[src/rtl/adc_pkg.sv]
// Shared ADC timing defaults and FSM state encoding for the ADC, DAC and loop blocks.
package adc_pkg;

    localparam int ADC_WID_DEF    = 18;
    localparam int CONV_HIGH_DEF  = 2;
    localparam int CONV_WAIT_DEF  = 70;
    localparam int SCK_HALF_DEF   = 2;
    localparam int TIMER_WID_DEF  = 8;
    localparam int BITCNT_WID_DEF = 5;

    localparam int STATE_WID = 3;

    typedef enum logic [STATE_WID-1:0] {
        ST_IDLE       = 3'd0,
        ST_CONV_PULSE = 3'd1,
        ST_CONV_WAIT  = 3'd2,
        ST_SHIFT      = 3'd3,
        ST_DONE       = 3'd4
    } adc_state_t;

endpackage

[src/rtl/spi_shift_in.sv]
// Read-only SPI receiver: divides clk into SCK, counts bits and shifts miso in MSB first.
module spi_shift_in
    import adc_pkg::*;
#(
    parameter int ADC_WID    = ADC_WID_DEF,
    parameter int SCK_HALF   = SCK_HALF_DEF,
    parameter int TIMER_WID  = TIMER_WID_DEF,
    parameter int BITCNT_WID = BITCNT_WID_DEF
) (
    input  logic               clk,
    input  logic               rst,
    input  logic               start,
    input  logic               stop,
    input  logic               miso,
    output logic               sck,
    output logic               done,
    output logic [ADC_WID-1:0] data
);

    logic                  busy;
    logic [TIMER_WID-1:0]  half_cnt;
    logic [BITCNT_WID-1:0] bit_cnt;
    logic                  half_end;

    assign half_end = (half_cnt == TIMER_WID'(SCK_HALF - 1));

    // Done coincides with the falling edge that ends the trailing low-going half of the last bit.
    assign done = busy && half_end && sck && (bit_cnt == BITCNT_WID'(ADC_WID));

    always_ff @(posedge clk or posedge rst) begin
        if (rst) begin
            busy     <= 1'b0;
            sck      <= 1'b0;
            half_cnt <= '0;
            bit_cnt  <= '0;
            data     <= '0;
        end else if (start) begin
            busy     <= 1'b1;
            sck      <= 1'b0;
            half_cnt <= '0;
            bit_cnt  <= '0;
        end else if (stop) begin
            busy     <= 1'b0;
            sck      <= 1'b0;
            half_cnt <= '0;
        end else if (busy) begin
            if (half_end) begin
                half_cnt <= '0;
                sck      <= ~sck;
                // Sample on the rising SCK transition; miso was updated by the ADC well before.
                if (!sck) begin
                    data    <= {data[ADC_WID-2:0], miso};
                    bit_cnt <= bit_cnt + BITCNT_WID'(1);
                end
            end else begin
                half_cnt <= half_cnt + TIMER_WID'(1);
            end
        end
    end

endmodule

[src/rtl/adc_spi_reader.sv]
// Single-sample ADC reader: CONVERT pulse, conversion wait, SPI read and a level-held result handshake.
module adc_spi_reader
    import adc_pkg::*;
#(
    parameter int ADC_WID    = ADC_WID_DEF,
    parameter int CONV_HIGH  = CONV_HIGH_DEF,
    parameter int CONV_WAIT  = CONV_WAIT_DEF,
    parameter int SCK_HALF   = SCK_HALF_DEF,
    parameter int TIMER_WID  = TIMER_WID_DEF,
    parameter int BITCNT_WID = BITCNT_WID_DEF
) (
    input  logic                      clk,
    input  logic                      rst,
    input  logic                      arm,
    input  logic                      conv,
    output logic signed [ADC_WID-1:0] measured_value,
    output logic                      finished,
    output logic                      adc_conv_pin,
    output logic                      sck,
    output logic                      cs_n,
    input  logic                      miso
);

    adc_state_t            state_q, state_d;
    logic [TIMER_WID-1:0]  timer_q, timer_d;
    logic                  spi_start, spi_stop, spi_done;
    logic [ADC_WID-1:0]    spi_data;

    assign spi_start = (state_d == ST_SHIFT) && (state_q != ST_SHIFT);
    assign spi_stop  = (state_q == ST_SHIFT) && (state_d != ST_SHIFT);

    spi_shift_in #(
        .ADC_WID    (ADC_WID),
        .SCK_HALF   (SCK_HALF),
        .TIMER_WID  (TIMER_WID),
        .BITCNT_WID (BITCNT_WID)
    ) u_shift (
        .clk   (clk),
        .rst   (rst),
        .start (spi_start),
        .stop  (spi_stop),
        .miso  (miso),
        .sck   (sck),
        .done  (spi_done),
        .data  (spi_data)
    );

    // Dropping arm anywhere between IDLE and DONE abandons the transaction.
    always_comb begin
        state_d = state_q;
        timer_d = timer_q;
        case (state_q)
            ST_IDLE: begin
                if (arm && !finished) begin
                    timer_d = '0;
                    state_d = conv ? ST_CONV_PULSE : ST_SHIFT;
                end
            end
            ST_CONV_PULSE: begin
                if (!arm) begin
                    state_d = ST_IDLE;
                end else if (timer_q == TIMER_WID'(CONV_HIGH - 1)) begin
                    state_d = ST_CONV_WAIT;
                    timer_d = '0;
                end else begin
                    timer_d = timer_q + TIMER_WID'(1);
                end
            end
            ST_CONV_WAIT: begin
                if (!arm) begin
                    state_d = ST_IDLE;
                end else if (timer_q == TIMER_WID'(CONV_WAIT - 1)) begin
                    state_d = ST_SHIFT;
                    timer_d = '0;
                end else begin
                    timer_d = timer_q + TIMER_WID'(1);
                end
            end
            ST_SHIFT: begin
                if (!arm) begin
                    state_d = ST_IDLE;
                end else if (spi_done) begin
                    state_d = ST_DONE;
                end
            end
            ST_DONE: begin
                if (!arm) begin
                    state_d = ST_IDLE;
                end
            end
            default: state_d = ST_IDLE;
        endcase
    end

    // Pins are registered from the next state so they change on the very edge that enters a state.
    always_ff @(posedge clk or posedge rst) begin
        if (rst) begin
            state_q        <= ST_IDLE;
            timer_q        <= '0;
            adc_conv_pin   <= 1'b0;
            cs_n           <= 1'b1;
            finished       <= 1'b0;
            measured_value <= '0;
        end else begin
            state_q      <= state_d;
            timer_q      <= timer_d;
            adc_conv_pin <= (state_d == ST_CONV_PULSE);
            cs_n         <= (state_d != ST_SHIFT);
            finished     <= (state_d == ST_DONE);
            if (state_q == ST_SHIFT && state_d == ST_DONE) begin
                measured_value <= spi_data;
            end
        end
    end

endmodule

[config.mk]
export PLATFORM = sky130hd
export DESIGN_NAME = adc_spi_reader
export DESIGN_NICKNAME = d
export VERILOG_FILES = /design/src/rtl/adc_pkg.sv /design/src/rtl/spi_shift_in.sv /design/src/rtl/adc_spi_reader.sv
export SDC_FILE = /design/constraint.sdc
export NUM_CORES = 1
export LEC_CHECK = 0
export CAP_MARGIN = 40
export CORE_MARGIN = 2
export CORE_UTILIZATION = 40
export CTS_CLUSTER_SIZE = 12
export DETAILED_ROUTE_END_ITERATION = 12
export PLACE_DENSITY = 0.59
export RECOVER_POWER = 50
export SKIP_CTS_REPAIR_TIMING = 1
export SYNTH_ARGS = -nofsm -noshare
export SYNTH_HDL_FRONTEND = slang
export SYNTH_SLANG_ARGS = --single-unit
export TNS_END_PERCENT = 1
[constraint.sdc]
create_clock -name clk -period 3.4 [get_ports clk]
set_input_delay 0.68 -clock clk [delete_from_list [all_inputs] [get_ports clk]]
set_output_delay 0.68 -clock clk [all_outputs]
set_load 0.03 [all_outputs]
Word level (Yosys, flattened, before mapping):

Index checks and enable logic that the tools add are counted.

* output and inout bits: 22
* bits in writable memories: 0
* latch bits: 0
* ROM bits: 0
* memories kept: 0
* bits in registers: 65

* magnitude comparators: 0
* bitwise logic cells: 3
* add/subtract/negate cells: 3
* div/mod/pow operators: 0
* muxes and demuxes: 31
* equal/unequal tests: 18
* multiply operators: 0
* reduce and logical (&&, ||, !) cells: 19
* shift-type cells: 0

Operators with widths (count)
* $mux 8: 9
* $mux 5: 5
* $mux 3: 8
* $pmux 8 s3: 1
* $add 8x1->8 const B: 2
* $eq 8x1->1 const B: 2
* $pmux 3 s5: 1
* $ne 2x2->1 const B: 5
* $eq 3x2->1 const B: 3
* $reduce_bool 3->1: 3
* $eq 8x7->1 const B: 1
* $reduce_and 4->1: 2
* $logic_and 1x1->1: 7
* $eq 3x1->1 const B: 2
* $eq 3x3->1 const B: 2
* $mux 1: 6
* $ne 3x2->1 const B: 2
* $reduce_bool 2->1: 3
* $add 5x1->5 const B: 1
* $eq 5x5->1 const B: 1
* $reduce_and 5->1: 1
* $logic_not 3->1: 1
* $not 1->1: 3
* $mux 2: 1
* 2 further kinds: 2

Longest topological paths before layout:

* depth after elaboration: 11
* mapped depth: 8

By module:

A second synthesis with hierarchy kept.

* cell total of the unflattened synthesis: 264
* area total of the unflattened synthesis: 3215.6 µm²

Modules (own cells, without submodules)
* adc_spi_reader: times used 1, seq. area each 802.0 µm², area each 1619.1 µm², cells an instance 133
* spi_shift_in: times used 1, seq. area each 825.8 µm², area each 1596.5 µm², cells an instance 131

Least setup slack after synthesis:

No wires, ideal clock.

* kind: input to register
* start: input port arm
* end: register u_shift.data[10]
* cell stages on the path: 6
* path buffers: 1
* slack: 1.312 ns
* required time: 3.275 ns
* data arrival time: 1.963 ns
* cell sequence: nand2b_1 nor2_1 a22oi_4 nor2_4 buf_6 mux2_4

* cells in the longest elaborated chain, start to end: 7
* elaborated cells between the ends (all ways): 14

RTL lines
* from (decl): RTL line adc_spi_reader.sv:14 `input logic arm,`
* $logic_and 1x1->1: RTL line adc_spi_reader.sv:54 `if (arm && !finished) begin`
* $mux 3: RTL line adc_spi_reader.sv:54
* $pmux 3 s5 *: RTL line adc_spi_reader.sv:52 `case (state_q)`
* $ne 3x2->1 or $eq 3x2->1 (tied branches): RTL line adc_spi_reader.sv:30, adc_spi_reader.sv:29
* $logic_and 1x1->1 (on tied branches): RTL line adc_spi_reader.sv:30, adc_spi_reader.sv:29
* $not 1->1 (no source line)
* $reduce_and 5->1 (no source line) *
* to (signal assigned): RTL line spi_shift_in.sv:52 `data <= {data[ADC_WID-2:0], miso};`
* to (decl): RTL line spi_shift_in.sv:17 `output logic [ADC_WID-1:0] data`

Mark *: on every way between the ends. The rest lies on a longest branch, timed or not.
A chain may end at the register's enable or synchronous reset.

Worst setup path in the final report:

* start: register u_shift.half_cnt[1]
* end: register measured_value[7]

* cells in the longest elaborated chain, start to end: 9

RTL lines
* from (decl): RTL line spi_shift_in.sv:21 `logic [TIMER_WID-1:0] half_cnt;`
* from (signal assigned): RTL line spi_shift_in.sv:56 `half_cnt <= half_cnt + TIMER_WID'(1);`
* $eq 8x1->1: RTL line spi_shift_in.sv:25 `assign half_end = (half_cnt == TIMER_WID'(SCK_HALF - 1));`
* $logic_and 1x1->1 (3 in series): RTL line spi_shift_in.sv:28 `assign done = busy && half_end && sck && (bit_cnt == BITCNT_WID'(ADC_WID));`
* $mux 3: RTL line adc_spi_reader.sv:82 `end else if (spi_done) begin`
* $mux 3: RTL line adc_spi_reader.sv:80 `if (!arm) begin`
* $pmux 3 s5: RTL line adc_spi_reader.sv:52
* $eq 3x3->1: RTL line adc_spi_reader.sv:110 `if (state_q == ST_SHIFT && state_d == ST_DONE) begin`
* $logic_and 1x1->1: RTL line adc_spi_reader.sv:110
* to (signal assigned): RTL line adc_spi_reader.sv:111 `measured_value <= spi_data;`
* to (decl): RTL line adc_spi_reader.sv:16 `output logic signed [ADC_WID-1:0] measured_value,`

No other way between the ends.

==> key figures <==
Setup path
  • Crit path launch type: flip-flop
  • CP max-delay cell: nor4b_1
  • Crit path max-delay family: simple AND/OR/NAND/NOR gates
  • Crit. End Element: flip-flop
  • Worst Path Required: 3620 ps
  • CP Buf/Inv Count: 1
  • CP Cell Sequence: inv_1, ha_1, nor4b_1, and2_0, nand3_2, mux2_2
  • Setup CP Type: flip-flop to flip-flop
  • CP arrival: 2940 ps
  • Critical Path Fanout Max: 18
  • Crit-path max cell delay: 600 ps

Die
  • FP Rows: 32
  • Initial Utilization: 40.6%
  • Core Region: 0.00761 mm2
  • Die Height: 91.9 um
  • Die area: 0.00845 mm2
  • Die width: 91.9 um
  • Top-Level Pins: 27

Clock network
  • CTS sink count: 65
  • CTS tree: done
  • CTS Buffer Depth: 2
  • CTS buffer count: 9
  • Worst skew pair latency: 340 ps
  • Htree depth: 3
  • Clock Tree Root: clkbuf_8
  • Clock slew at reported path FFs: 70 ps

Place
  • Dpl hpwl: 3.67 mm
  • IO buf count: 26
  • Place WS: 573 ps
  • GP Congestion: 0.868

Timing
  • RSZ-0062 raised after global routing: no
  • Final hold violations: 0
  • Tightest Pin Transition: 1580 ps
  • Slew Limit Fails: 66
  • Worst hold slack: 504 ps
  • Final setup margin: 677 ps
  • Setup tns final: 0 ps
  • Final min period: 2720 ps
  • Max frequency: 367 MHz
  • Final setup viols: 0
  • Rel. slew slack: -5.47%
  • Worst clock skew: 7.80 ps
  • Tcrit/Tclk final: 80.1%

Job
  • Max Cap Viol: 1

Layout
  • P&R area growth vs syn: 18.7%
  • Final layout net count: 298
  • Antenna diodes: 0
  • Fill count: 717
  • Fraction of layout instances using a drive strength above 1: 23.6%

Routing
  • Post-Route WL: 5.64 mm
  • Post-route DRC: 0
  • Iter 0 DRT Violations: 105
  • Vias per cell: 5.16
  • ANT nets after route: 0
  • WL/cell: 14.3 um
  • Vias post-DR: 2033
  • Pre-antenna DRT Iters: 4

Pwr
  • Register share of total power: 43.3%
  • Power Dens Cells: 674 mW/mm2
  • Net Sw Power: 827 uW
  • Pint: 1.65 mW
  • Maximum vdd ir drop: 0.233 mV
  • Leak: 1.70 nW
  • Sw Share: 33.4%
  • Clock power share: 30.0%
  • Comb power frac: 26.7%

Run status
  • Failing checks: max-capacitance violations, max-slew violations
  • Outcome: finished, violations left

Synthesis
  • Warnings from Yosys: 0
  • Most frequent cell after synthesis: dfrtp_1
  • Yosys cell types: 48
  • Number of synthesized flops with an enable pin: 0
  • Register area share after synthesis: 52.7%
  • Yosys top cell area share: 51.8%
  • Post-Syn Area per Cell: 12.2 um2
  • Yosys top cell by area: dfrtp_1
  • Post-Syn Nets: 265
  • Top cells by count, synth: dfrtp_1, mux2_2, nor2_1
  • Ys flop type: dfrtp_1
  • Netlist Area Pre-Place: 0.00309 mm2
  • #FFs+latches synth: 65
  • Asr flop ratio synth: 100%
  • Top cells by area, synth: dfrtp_1, mux2_2, mux2_4
  • Cells after Synth: 254

Global routing
  • Number of global-route vias before repair: 2035
  • GRT overflow: 0
  • GRT Util Overall: 14.7%
  • Largest net degree at the start of global routing: 66
  • Initial antenna violation count: 0
  • First-pass GRT wire length: 9.74 mm

Hold path
  • Hold Crit Class: flip-flop to flip-flop
==> per-layer routing <==
metal / GRT usage (%) / share of wire, % / up-vias
li1: - / - / 977
met1: 19.9 / 49 / 1012
met2: 22.0 / 46 / 34
met3: 3.62 / 3.1 / 10
met4: 7.71 / 2.0 / 0
met5: 0 / 0 / -
==> kinds of logic (layout without fill, tap and decap cells) <==
logic type	count (synthesis)	in the layout	synth area share, %
multiplexers	43	43	16.7
AND/OR/NAND/NOR	82	82	15.9
XOR/XNOR	7	7	1.98
buffers and inverters	14	52	2.06
adder cells (fa/ha/maj)	6	6	2.43
AO/OA/AOI/OAI	37	37	8.22
flip-flops	65	65	52.7
==> per-stage QoR <==
step,utilization [%],cell area (um2),instances,power (mW)
2_1_floorplan,-,3090,254,1.60
6_report,48.2,3670,394,2.48
3_3_place_gp,45.7,3480,378,1.75
5_1_grt,48.2,3670,394,2.65
4_1_cts,48.7,3700,394,2.52
3_5_place_dp,45.7,3480,378,1.77
==> placed cells by master (no fill, tap or decap), types with 3 or more instances in the layout <==
master,n
nor2b_1,6
ha_1,6
dfrtp_1,64
clkbuf_8,10
nor2_1,19
xnor2_1,4
a21oi_1,11
nand3_1,5
o21ai_0,7
and3_1,3
nand2b_1,4
nor3_1,6
mux2i_1,4
mux2_2,29
inv_1,6
dlygate4sd3_1,3
mux2_4,10
nand2_1,11
nand4_1,8
xor2_1,3
a211oi_1,3
clkdlybuf4s50_1,23
a21o_1,3
==> cell type report <==
cell class / instances / area (um2) / area share (%)
clock inverter: 6 / 90.1 / 2.45
tap: 102 / 128 / 3.48
clock buffer: 10 / 138 / 3.75
multi-input combinational: 175 / 1380 / 37.6
inverter: 7 / 26.3 / 0.716
sequential: 65 / 1630 / 44.4
timing repair buffer: 29 / 280 / 7.64
==> worst paths after layout <==
check	cells past startpoint	slack, ps	to	start
max	6	680	measured_value[7]	u_shift.half_cnt[1]
min	1	500	measured_value[8]	measured_value[8]
max reg2reg	6	680	measured_value[7]	u_shift.half_cnt[1]
min reg2reg	1	500	measured_value[8]	measured_value[8]
max in group asynchronous	3	1120	u_shift.sck	rst
min in group asynchronous	3	1340	measured_value[6]	rst
==> power groups by stage <==
| stage | Sequential (mW) | Combinational, mW | Clock (mW) |
|---|---|---|---|
| 2_1_floorplan | 1.04 | 0.565 | 0 |
| 3_3_place_gp | 1.08 | 0.667 | 0 |
| 3_5_place_dp | 1.09 | 0.680 | 0 |
| 4_1_cts | 1.07 | 0.682 | 0.769 |
| 5_1_grt | 1.10 | 0.749 | 0.798 |
| 6_report | 1.07 | 0.660 | 0.743 |
==> flip-flops by register name (all words and copies together) (netlist names) <==
signal and count:
finished 1, u_shift.busy 1, cs_n 1, u_shift.bit_cnt 5, u_shift.sck 1, u_shift.data 18
measured_value 18, timer_q 8, adc_conv_pin 1, state_q 3, u_shift.half_cnt 8
No activity file was read; power rests on OpenSTA's default activity.
